**config.mk**
```make
export PLATFORM = sky130hd
export DESIGN_NAME = rr_hold_arbiter
export DESIGN_NICKNAME = d
export VERILOG_FILES = /design/src/rtl/rr_hold_arbiter.sv
export SDC_FILE = /design/constraint.sdc
export NUM_CORES = 1
export LEC_CHECK = 0
export CAP_MARGIN = 0
export CORE_MARGIN = 1.5
export CORE_UTILIZATION = 29
export DETAILED_ROUTE_END_ITERATION = 16
export SLEW_MARGIN = 20
export SYNTH_ARGS = -nofsm -noshare
export SYNTH_HDL_FRONTEND = slang
export SYNTH_SLANG_ARGS = --single-unit
```
**constraint.sdc**
```tcl
create_clock -name clk -period 1.8 [get_ports clk]
set_input_delay 0.18 -clock clk [delete_from_list [all_inputs] [get_ports clk]]
set_output_delay 0.18 -clock clk [all_outputs]
set_load 0.03 [all_outputs]
```
**src/rtl/rr_hold_arbiter.sv**
```systemverilog
// Round-robin arbiter with grant hold and starvation timeout.
// The owner keeps the grant while requesting, up to MAX_HOLD cycles while others wait.
module rr_hold_arbiter #(
    parameter  int N        = 3,
    parameter  int MAX_HOLD = 8,
    localparam int ID_W     = $clog2(N)
) (
    input  logic            clk,
    input  logic            resetn,
    input  logic [N-1:0]    r,
    output logic [N-1:0]    g,
    output logic            gnt_valid,
    output logic [ID_W-1:0] gnt_id,
    output logic            preempt
);
    localparam int HC_W = (MAX_HOLD < 1) ? 1 : $clog2(MAX_HOLD + 1);
    localparam logic [HC_W-1:0] HC_MAX = (MAX_HOLD > 0) ? HC_W'(MAX_HOLD - 1) : '0;

    typedef enum logic {IDLE, GRANT} state_t;

    state_t          state;
    logic [ID_W-1:0] ptr;
    logic [HC_W-1:0] hold_cnt;

    // First requester at or after s (cyclic), optionally skipping x.
    function automatic logic [ID_W-1:0] pick(input logic [N-1:0] req,
                                             input logic [ID_W-1:0] s,
                                             input logic use_x,
                                             input logic [ID_W-1:0] x);
        logic [ID_W-1:0] res;
        int idx;
        res = '0;
        for (int o = N - 1; o >= 0; o--) begin
            idx = (int'(s) + o) % N;
            if (req[idx] && !(use_x && idx == int'(x)))
                res = ID_W'(idx);
        end
        return res;
    endfunction

    logic [ID_W-1:0] k_nxt;
    logic [N-1:0]    others;
    logic [ID_W-1:0] p_idle;
    logic [ID_W-1:0] p_hand;

    always_comb begin
        k_nxt  = (gnt_id == ID_W'(N - 1)) ? '0 : gnt_id + 1'b1;
        others = r & ~(N'(1) << gnt_id);
        p_idle = pick(r, ptr, 1'b0, '0);
        p_hand = pick(r, k_nxt, 1'b1, gnt_id);
    end

    always_ff @(posedge clk) begin
        if (!resetn) begin
            state     <= IDLE;
            g         <= '0;
            gnt_valid <= 1'b0;
            gnt_id    <= '0;
            preempt   <= 1'b0;
            ptr       <= '0;
            hold_cnt  <= '0;
        end else begin
            preempt <= 1'b0;
            case (state)
                IDLE: begin
                    if (|r) begin
                        state     <= GRANT;
                        g         <= N'(1) << p_idle;
                        gnt_valid <= 1'b1;
                        gnt_id    <= p_idle;
                        hold_cnt  <= '0;
                    end
                end
                GRANT: begin
                    if (!r[gnt_id]) begin
                        ptr <= k_nxt;
                        if (|others) begin
                            g        <= N'(1) << p_hand;
                            gnt_id   <= p_hand;
                            hold_cnt <= '0;
                        end else begin
                            state     <= IDLE;
                            g         <= '0;
                            gnt_valid <= 1'b0;
                            gnt_id    <= '0;
                            hold_cnt  <= '0;
                        end
                    end else if (MAX_HOLD > 0 && hold_cnt == HC_MAX && |others) begin
                        g        <= N'(1) << p_hand;
                        gnt_id   <= p_hand;
                        ptr      <= k_nxt;
                        hold_cnt <= '0;
                        preempt  <= 1'b1;
                    end else if (MAX_HOLD > 0 && hold_cnt != HC_MAX) begin
                        // Saturate so a lone owner is cut off as soon as a rival shows up.
                        hold_cnt <= hold_cnt + 1'b1;
                    end
                end
                default: state <= IDLE;
            endcase
        end
    end
endmodule

```
Word-level counts from Yosys, hierarchy flattened. Index checks and enable logic that the tools add are counted.

Register bits after elaboration: 14. Bits of input ports: 5. Logic and storage cells: 111. Output and inout bits: 7.

Div/mod/pow operators: 6. Equality and inequality tests: 12. $add $sub $neg: 6. Reductions and logical operators: 14. Shift-type cells: 3. Mux-type cells: 53. $lt $le $gt $ge: 7. Bitwise gates (word level): 3.

Operators with widths (count): $lt A32 B4 Y1 const B (6); $mod A32 B3 Y32 const B (4); $eq A32 B3 Y1 (3); $mod A3 B3 Y32 const B (2); $mux W2 (13); $mux W1 (20); $mux W4 (4); $bmux W1 S2 (7); $mux W3 (4); $shl A1 B2 Y3 const A (3); $pmux W4 S2 (1); $add A2 B1 Y3 const B (2); $add A2 B2 Y3 const B (2); $ne A2 B2 Y1 const B (3); $pmux W3 S2 (1); $reduce_and A2 Y1 (3); $reduce_and A3 Y1 (2); $reduce_or A3 Y1 (2); $add A4 B1 Y4 const B (1); $eq A4 B3 Y1 const B (1); $logic_and A1 B1 Y1 (4); $ne A4 B2 Y1 const B (1); $ne A4 B3 Y1 const B (1); $pmux W1 S2 (2); other kinds (10) (12).

Longest topological paths before layout. Gate-level depths: netlist (run 1).

Word-level depth: 15. Gate-level depth with buffers: 8. Depth with buffers taken out: 8.

Worst setup path after synthesis (run 1). No wires, ideal clock.

Kind: register to register. Start point: reg gnt_id[1]. End point: reg gnt_id[0]. Library setup time: 0.086 ns. Data required time: 1.714 ns. Clock period less this slack: 2.263 ns. Buffers on the path: 0. Arrival: 2.176 ns. Stages on the path, launching flop included: 9. Setup slack: -0.463 ns. Cells stage by stage: dfxtp_1 > inv_1 > ha_1 > ha_1 > nor3b_2 > o311ai_2 > a211oi_2 > o21ai_1 > a221oi_2.

Cells in the longest elaborated chain, start to end: 14. Elaborated cells between the ends (all ways): 42. Those cells by class: add/sub: 3; div: 3; eq/ne: 5; shift: 1; mux: 19; bitwise: 2; reduce/logical: 9.

Ends and longest elaborated chain: start: declaration (RTL line 13) `output logic [ID_W-1:0] gnt_id,`; start signal: assignment (RTL line 70) `gnt_id <= p_idle;`; start signal: assignment (RTL line 79) `gnt_id <= p_hand;`; start signal: assignment (RTL line 90) `gnt_id <= p_hand;`; $add A2 B1 Y2 / $eq A2 B2 Y1 (equally long branches) (RTL line 47) `k_nxt = (gnt_id == ID_W'(N - 1)) ? '0 : gnt_id + 1'b1;`; $mux W2 * (RTL line 47); net k_nxt[1] (RTL line 41) `logic [ID_W-1:0] k_nxt;`; $add A2 B2 Y3 (RTL line 34) `idx = (int'(s) + o) % N;`; $mod A32 B3 Y32 (RTL line 34); $bmux W1 S2 (RTL line 35) `if (req[idx] && !(use_x && idx == int'(x)))`; $mux W1 (implied by the code) (2 in a row) (RTL line 35); $logic_and A1 B1 Y1 (RTL line 35); $mux W2 (2 in a row) (RTL line 35); $mux W2 * (RTL line 35); $mux W2, on equally long branches (RTL line 77, 88); $mux W2 * (RTL line 75) `if (!r[gnt_id]) begin`; $pmux W2 S2 * (RTL line 64) `case (state)`.

Mark *: on every way through the listed nets, which the timed path passes. The rest lies on a longest branch. The select of a mux whose other input is x is not followed. A chain may end at the register's enable or synchronous reset.

Final worst setup path (run 1).
Start point: reg gnt_id[0]. End point: reg gnt_id[0].

Cells in the longest elaborated chain, start to end: 14. Elaborated cells between the ends (all ways): 42. Those cells by class: add/sub: 3; div: 3; eq/ne: 5; shift: 1; mux: 19; bitwise: 2; reduce/logical: 9.

Ends and longest elaborated chain (RTL line): $add A2 B1 Y2 / $eq A2 B2 Y1 (equally long branches) (47); $mux W2 (47); $add A2 B2 Y3 (34); $mod A32 B3 Y32 (34); $bmux W1 S2 (35); $mux W1 (implied by the code) (2 in a row) (35); $logic_and A1 B1 Y1 (35); $mux W2 (3 in a row) (35); $mux W2, on equally long branches (77, 88); $mux W2 (75); $pmux W2 S2 (64).

Parallel ways exist; a longest one is shown, timed or not. The select of a mux whose other input is x is not followed.

==> results of run 1 <==
[layer usage]
layer | track usage (%) | wire length (um) | vias up
met5 | 0 | 0 | -
met3 | 1.54 | 51 | 0
li1 | - | - | 579
met2 | 29.7 | 1770 | 12
met4 | 3.91 | 0 | 0
met1 | 21.1 | 1490 | 554
[worst max path at each step]
stage | start | end | slack [ns] | depth (start not counted)
after global routing | gnt_id[1] | gnt_id[0] | -0.18 | 8
after floorplan | gnt_id[0] | gnt_id[0] | -0.07 | 7
final | gnt_id[0] | gnt_id[0] | -0.12 | 7
after global placement | r[0] | gnt_id[0] | -0.23 | 7
after detailed placement | r[0] | g[0] | -0.24 | 6
after CTS | gnt_id[0] | gnt_id[0] | -0.14 | 8
[stage by stage]
step	power, mW	setup TNS, ns	setup WS (ns)	util, %	cell area, um^2
floorplan	0.851	-0.131	-0.0687	-	1190
global placement	1.08	-1.79	-0.228	41.3	1540
detailed placement	1.11	-2.08	-0.236	41.3	1540
CTS	1.53	-0.536	-0.138	46.9	1740
global route	1.78	-1.20	-0.185	51.0	1890
finish	1.67	-0.373	-0.116	51.0	1890
[power by group through the flow]
| stage | logic (mW) | registers (mW) | clock network, mW |
|---|---|---|---|
| 2_1_floorplan | 0.415 | 0.436 | 0 |
| 6_report | 0.990 | 0.384 | 0.299 |
| 3_3_place_gp | 0.698 | 0.385 | 0 |
| 3_5_place_dp | 0.718 | 0.387 | 0 |
| 4_1_cts | 0.838 | 0.384 | 0.309 |
| 5_1_grt | 1.07 | 0.389 | 0.322 |
[worst max-delay path, cell delays in order, from the launching register on]
cell      delay [ns]
dfxtp_4         0.37
buf_4           0.15
ha_4            0.17
xor2_2          0.15
or3_4           0.34
a211oi_4        0.31
o21ai_2         0.12
a221oi_2        0.22
[cell usage in the layout (no fill, tap or decap), types with 2 or more instances in the layout]
cell and count:
ha_1 2, dfxtp_4 2, o21ai_0 6, a211oi_2 2, clkdlybuf4s50_1 9, nand3b_1 3, clkbuf_8 4, o31ai_1 2
nor2b_1 2, nor2_1 12, or3_1 2, dfxtp_2 2, buf_6 2, nand2_1 4, nand2b_4 2, nand4_1 2
o21ai_2 2, buf_4 34, nand2b_1 3, a21oi_1 5, mux2i_1 3, mux2i_4 2, nand3_1 4, inv_1 5
nor4_1 2, xor2_2 2, dfxtp_1 10, ha_2 3, a31oi_4 3, ha_4 5
[registers in the layout (all words and copies together), names as in the netlist]
register	flops
state	1
hold_cnt	4
gnt_id	2
preempt	1
g	3
ptr	2
gnt_valid	1
[cell type report]
| type | instances | area, um^2 |
|---|---|---|
| Sequential cell | 14 | 290 |
| Tap cell | 48 | 60.1 |
| Inverter | 8 | 42.5 |
| Clock buffer | 4 | 55.1 |
| Timing Repair Buffer | 47 | 389 |
| Fill cell | 350 | 1820 |
| Multi-Input combinational cell | 105 | 1060 |
[repair_timing]
item,CTS,global route
gates resized for setup,24,23
pin swaps,13,16
gates cloned,0,0
setup endpoints to repair,7,14
setup buffers,4,2
[cells by family (layout without fill, tap and decap cells)]
family | count (synthesis) | count (layout) | share of synthesized area (%)
multiplexers | 7 | 7 | 6.42
flip-flops | 14 | 14 | 24.8
buffers and inverters | 14 | 59 | 6.19
AND/OR/NAND/NOR | 46 | 46 | 22.5
adder cells (fa/ha/maj) | 10 | 10 | 11.1
AO/OA/AOI/OAI | 39 | 39 | 26.8
XOR/XNOR | 3 | 3 | 2.32
==> impl_metrics.json, run 1 <==
{
  "clkPwrFrac_pct": 17.9,
  "htreeDepth": 1,
  "rsz0062_at_grt": "yes",
  "synth_most_common_cell": "dfxtp_1",
  "drv_slew": 0,
  "violations": "setup timing",
  "synthToLayoutAreaGrowth_pct": 67.5,
  "peakVddDrop_v": 0.000528,
  "synth_top_area_share_pct": 24.8,
  "p_comb_share_pct": 59.2,
  "sw_frac_of_total_pct": 38.1,
  "hold_class": "flop to flop",
  "layout-drive-gt1-share_pct": 48.3,
  "rrSetupSlack_ns": -0.12,
  "min-delay-start": "gnt_valid",
  "worst_pin_slew_ns": 0.467,
  "finalNonFillerCells": 226,
  "p_int_mw": 1.04,
  "yosys_warnings": 0,
  "seq_power_share_pct": 23.0,
  "synth_nets": 148,
  "grt_pass1_vias": 1188,
  "vias": 1145,
  "syn_area_um2": 1130,
  "detail_route.wl_per_cell_um": 14.6,
  "antenna_left": 0,
  "antenna_found_initial": 0,
  "fmax_ghz": 0.522,
  "relSlewSlack_pct": 68.6,
  "core_area_um2": 3720,
  "hpwl_um": 2320,
  "viasPerCell": 5.07,
  "synthTopCellsByArea": "dfxtp_1, ha_1, mux2i_1",
  "clk_path_buf_depth": 2,
  "grt-ovfl-total": 0,
  "cts_hold_buf": 0,
  "async_flop_share_pct": 0,
  "setup_viol": 6,
  "dieArea_um2": 4280,
  "criticalPathCategory": "flop to flop",
  "min_to": "gnt_valid",
  "crit_path_end_kind": "flop",
  "portBuffers": 11,
  "synth_seq_area_share_pct": 24.8,
  "layout.nets": 194,
  "grtUsageTotal_pct": 16.5,
  "cts_tree": "done",
  "drc": 0,
  "diodes": 0,
  "numClockSinks": 14,
  "yosysUniqueCellTypes": 50,
  "min_delay_path_depth": 2,
  "yosys.area.top_type": "dfxtp_1",
  "numCtsBuffers": 3,
  "routed_wirelength_um": 3300,
  "reg2reg_from": "gnt_id[0]",
  "cp.arrival_ns": 2.06,
  "grt_pass1_wl_um": 5550,
  "syn_inst": 133,
  "finalWorstSetupSlack_ns": -0.116,
  "grt_max_degree": 10,
  "period_share_pct": 106,
  "placed_cells": 216,
  "syn_avg_cell_area_um2": 8.50,
  "clk_latency_ns": 0.24,
  "worstPathMaxFanout": 4,
  "synthFlopType": "dfxtp_1",
  "drt-pass1-iter-count": 4,
  "finClkSkew_ns": 0.00411,
  "p_switching_uw": 638,
  "clk_pin_slew_ns": 0.06,
  "synth_common_cells": "dfxtp_1, nor2_1, ha_1",
  "io_pins": 12,
  "die_y_um": 65.5,
  "start_kind": "flop",
  "synth-edff-count": 0,
  "status": "finished, violations left",
  "p_per_area_nw_per_um2": 883,
  "period_needed_ns": 1.92,
  "hold_violations": 0,
  "leakage_nw": 0.717,
  "rows": 22,
  "die_w_um": 65.5,
  "drv_cap": 0,
  "synth_seq_cells": 14,
  "worst_hold_slack_ns": 0.480,
  "drt-initial-drc-count": 41,
  "r2r_cells": 7,
  "worstPathRequired_ns": 1.95,
  "start_util_pct": 30.4,
  "gp_congestion": 0.859,
  "r2r_end": "gnt_id[0]",
  "clock-root-buffer": "clkbuf_8"
}
(Power assumes the default switching activity.)
==> inputs of run 2 (changes only) <==
--- a/config.mk
+++ b/config.mk
@@ -9,7 +9,7 @@
 export CORE_MARGIN = 1.5
 export CORE_UTILIZATION = 29
 export DETAILED_ROUTE_END_ITERATION = 16
-export SLEW_MARGIN = 20
+export DONT_BUFFER_PORTS = 1
 export SYNTH_ARGS = -nofsm -noshare
 export SYNTH_HDL_FRONTEND = slang
 export SYNTH_SLANG_ARGS = --single-unit
==> constraint.sdc (replaced) <==
create_clock -name clk -period 2 [get_ports clk]
set_input_delay 0.2 -clock clk [delete_from_list [all_inputs] [get_ports clk]]
set_output_delay 0.2 -clock clk [all_outputs]
set_load 0.03 [all_outputs]
==> impl_metrics.json, run 2 (synthesized netlist as in run 1, its figures left out) <==
{
  "status": "finished, violations left",
  "violations": "setup timing",
  "top_register": "hold_cnt",
  "hold_class": "input port to flop",
  "leakage_nw": 0.523,
  "setup_viol": 2,
  "drv_cap": 0,
  "cpMaxStageDelayCell": "dfxtp_4",
  "worstPathMaxFanout": 6,
  "viasPerCell": 5.54,
  "drv_slew": 0,
  "peakVddDrop_v": 0.000478,
  "grtUsageTotal_pct": 12.9,
  "clock-root-buffer": "clkbuf_8",
  "period_needed_ns": 2.02,
  "sw_frac_of_total_pct": 40.1,
  "final_area_um2": 1460,
  "p_int_uw": 742,
  "seq_power_share_pct": 30.0,
  "htreeDepth": 1,
  "hold_violations": 0,
  "numClockSinks": 14,
  "grt_pass1_wl_um": 4440,
  "core_area_um2": 3720,
  "worstPathRequired_ns": 2.13,
  "portBuffers": 0,
  "period_share_pct": 101,
  "rows": 22,
  "criticalPathCategory": "flop to flop",
  "drt-initial-drc-count": 30,
  "p_switching_uw": 498,
  "tns_ns": -0.0200,
  "power_mw": 1.24,
  "detail_route.wl_per_cell_um": 15.5,
  "antenna_found_initial": 0,
  "worst_hold_slack_ns": 0.0887,
  "io_pins": 12,
  "regArea_um2": 288,
  "layout_common_cells": "nor2_1, dfxtp_1, buf_4, o21ai_0",
  "gp_congestion": 0.855,
  "finalWorstSetupSlack_ns": -0.0193,
  "antenna_left": 0,
  "num-fill-cells": 371,
  "p_per_area_nw_per_um2": 851,
  "p_comb_share_pct": 51.2,
  "clk_latency_ns": 0.24,
  "die_y_um": 65.5,
  "dieArea_um2": 4280,
  "cp.arrival_ns": 2.15,
  "drc": 0,
  "dpl-instance-area_um2": 1220,
  "clkPwrFrac_pct": 18.9,
  "die_w_um": 65.5,
  "multi_input_area_um2": 941,
  "crit_path_end_kind": "flop",
  "rsz0062_at_grt": "yes",
  "numCtsBuffers": 3,
  "cp_cell_sequence": "buf_6 > ha_4 > ha_4 > nor3b_4 > o311ai_4 > a211oi_2 > o221a_1 > a211oi_2",
  "finClkSkew_ns": 0.00239,
  "grt-ovfl-total": 0,
  "diodes": 0,
  "vias": 1058,
  "drt-pass1-iter-count": 4,
  "fmax_ghz": 0.495,
  "start_kind": "flop",
  "clk_path_buf_depth": 2,
  "reg_top3": "hold_cnt (4), g (3)",
  "layout-drive-gt1-share_pct": 35.0,
  "grt_max_degree": 12,
  "routed_wirelength_um": 2960,
  "synthToLayoutAreaGrowth_pct": 28.9,
  "hpwl_um": 2000,
  "grt_pass1_vias": 959,
  "worst_pin_slew_ns": 0.616,
  "relSlewSlack_pct": 58.6,
  "layout.nets": 159,
  "worst_path_largest_cell_delay_ns": 0.36,
  "cts_tree": "done",
  "largest_reg_flops": 4,
  "start_util_pct": 30.4,
  "clk_pin_slew_ns": 0.06
}
-- run 2: through the flow --
| step | utilization (%) | std cells | worst slack, ns |
|---|---|---|---|
| floorplan | - | 133 | 0.00270 |
| global placement | 32.8 | 183 | 0.00524 |
| detailed placement | 32.8 | 183 | -0.0597 |
| CTS | 35.0 | 187 | 0.0152 |
| global route | 39.2 | 191 | -0.0755 |
| finish | 39.2 | 191 | -0.0193 |
-- run 2: what timing repair did --
action                     CTS  global route
setup endpoints to repair    4             5
resized for setup            8            23
pin swaps                    3             7
hold buffers                 0             0
cloned                       0             0
setup buffers                0             4
-- run 2: worst paths after layout --
path               startpoint     endpoint  slack (ns)  cells after the start
setup / recovery    gnt_id[0]         g[0]       -0.02                      8
hold / removal         resetn         g[2]        0.09                      2
setup reg to reg    gnt_id[0]         g[0]       -0.02                      8
hold reg to reg   hold_cnt[2]  hold_cnt[2]        0.51                      1
-- run 2: area by class of cell --
class                      instances  area share [%]
timing repair buffer              12            6.44
multi-input combinational        105            64.5
sequential                        14            19.7
tap                               48            4.12
inverter                           8            2.06
clock buffer                       4            3.09
-- run 2: power by group through the flow --
stage | clock network, mW | logic [mW] | registers [mW]
floorplan | 0 | 0.348 | 0.384
global placement | 0 | 0.452 | 0.375
detailed placement | 0 | 0.461 | 0.375
CTS | 0.239 | 0.489 | 0.373
global route | 0.255 | 0.677 | 0.376
finish | 0.234 | 0.634 | 0.372
-- run 2: critical path, delay by kind of cell (launching register included) --
| kind | cells | cell delay (ns) |
|---|---|---|
| AO/OA/AOI/OAI | 4 | 0.81 |
| adder cells (fa/ha/maj) | 2 | 0.33 |
| AND/OR/NAND/NOR | 1 | 0.28 |
| flip-flops | 1 | 0.36 |
| buffers and inverters | 1 | 0.12 |
-- run 2: routing by layer --
metal  track usage, %  part of all wire [%]  vias to the layer above
met5                0                     0                        -
met4             2.86                  0.71                        0
met3             3.60                   5.9                        5
met2             20.3                    49                       41
met1             17.5                    44                      507
li1                 -                     -                      505
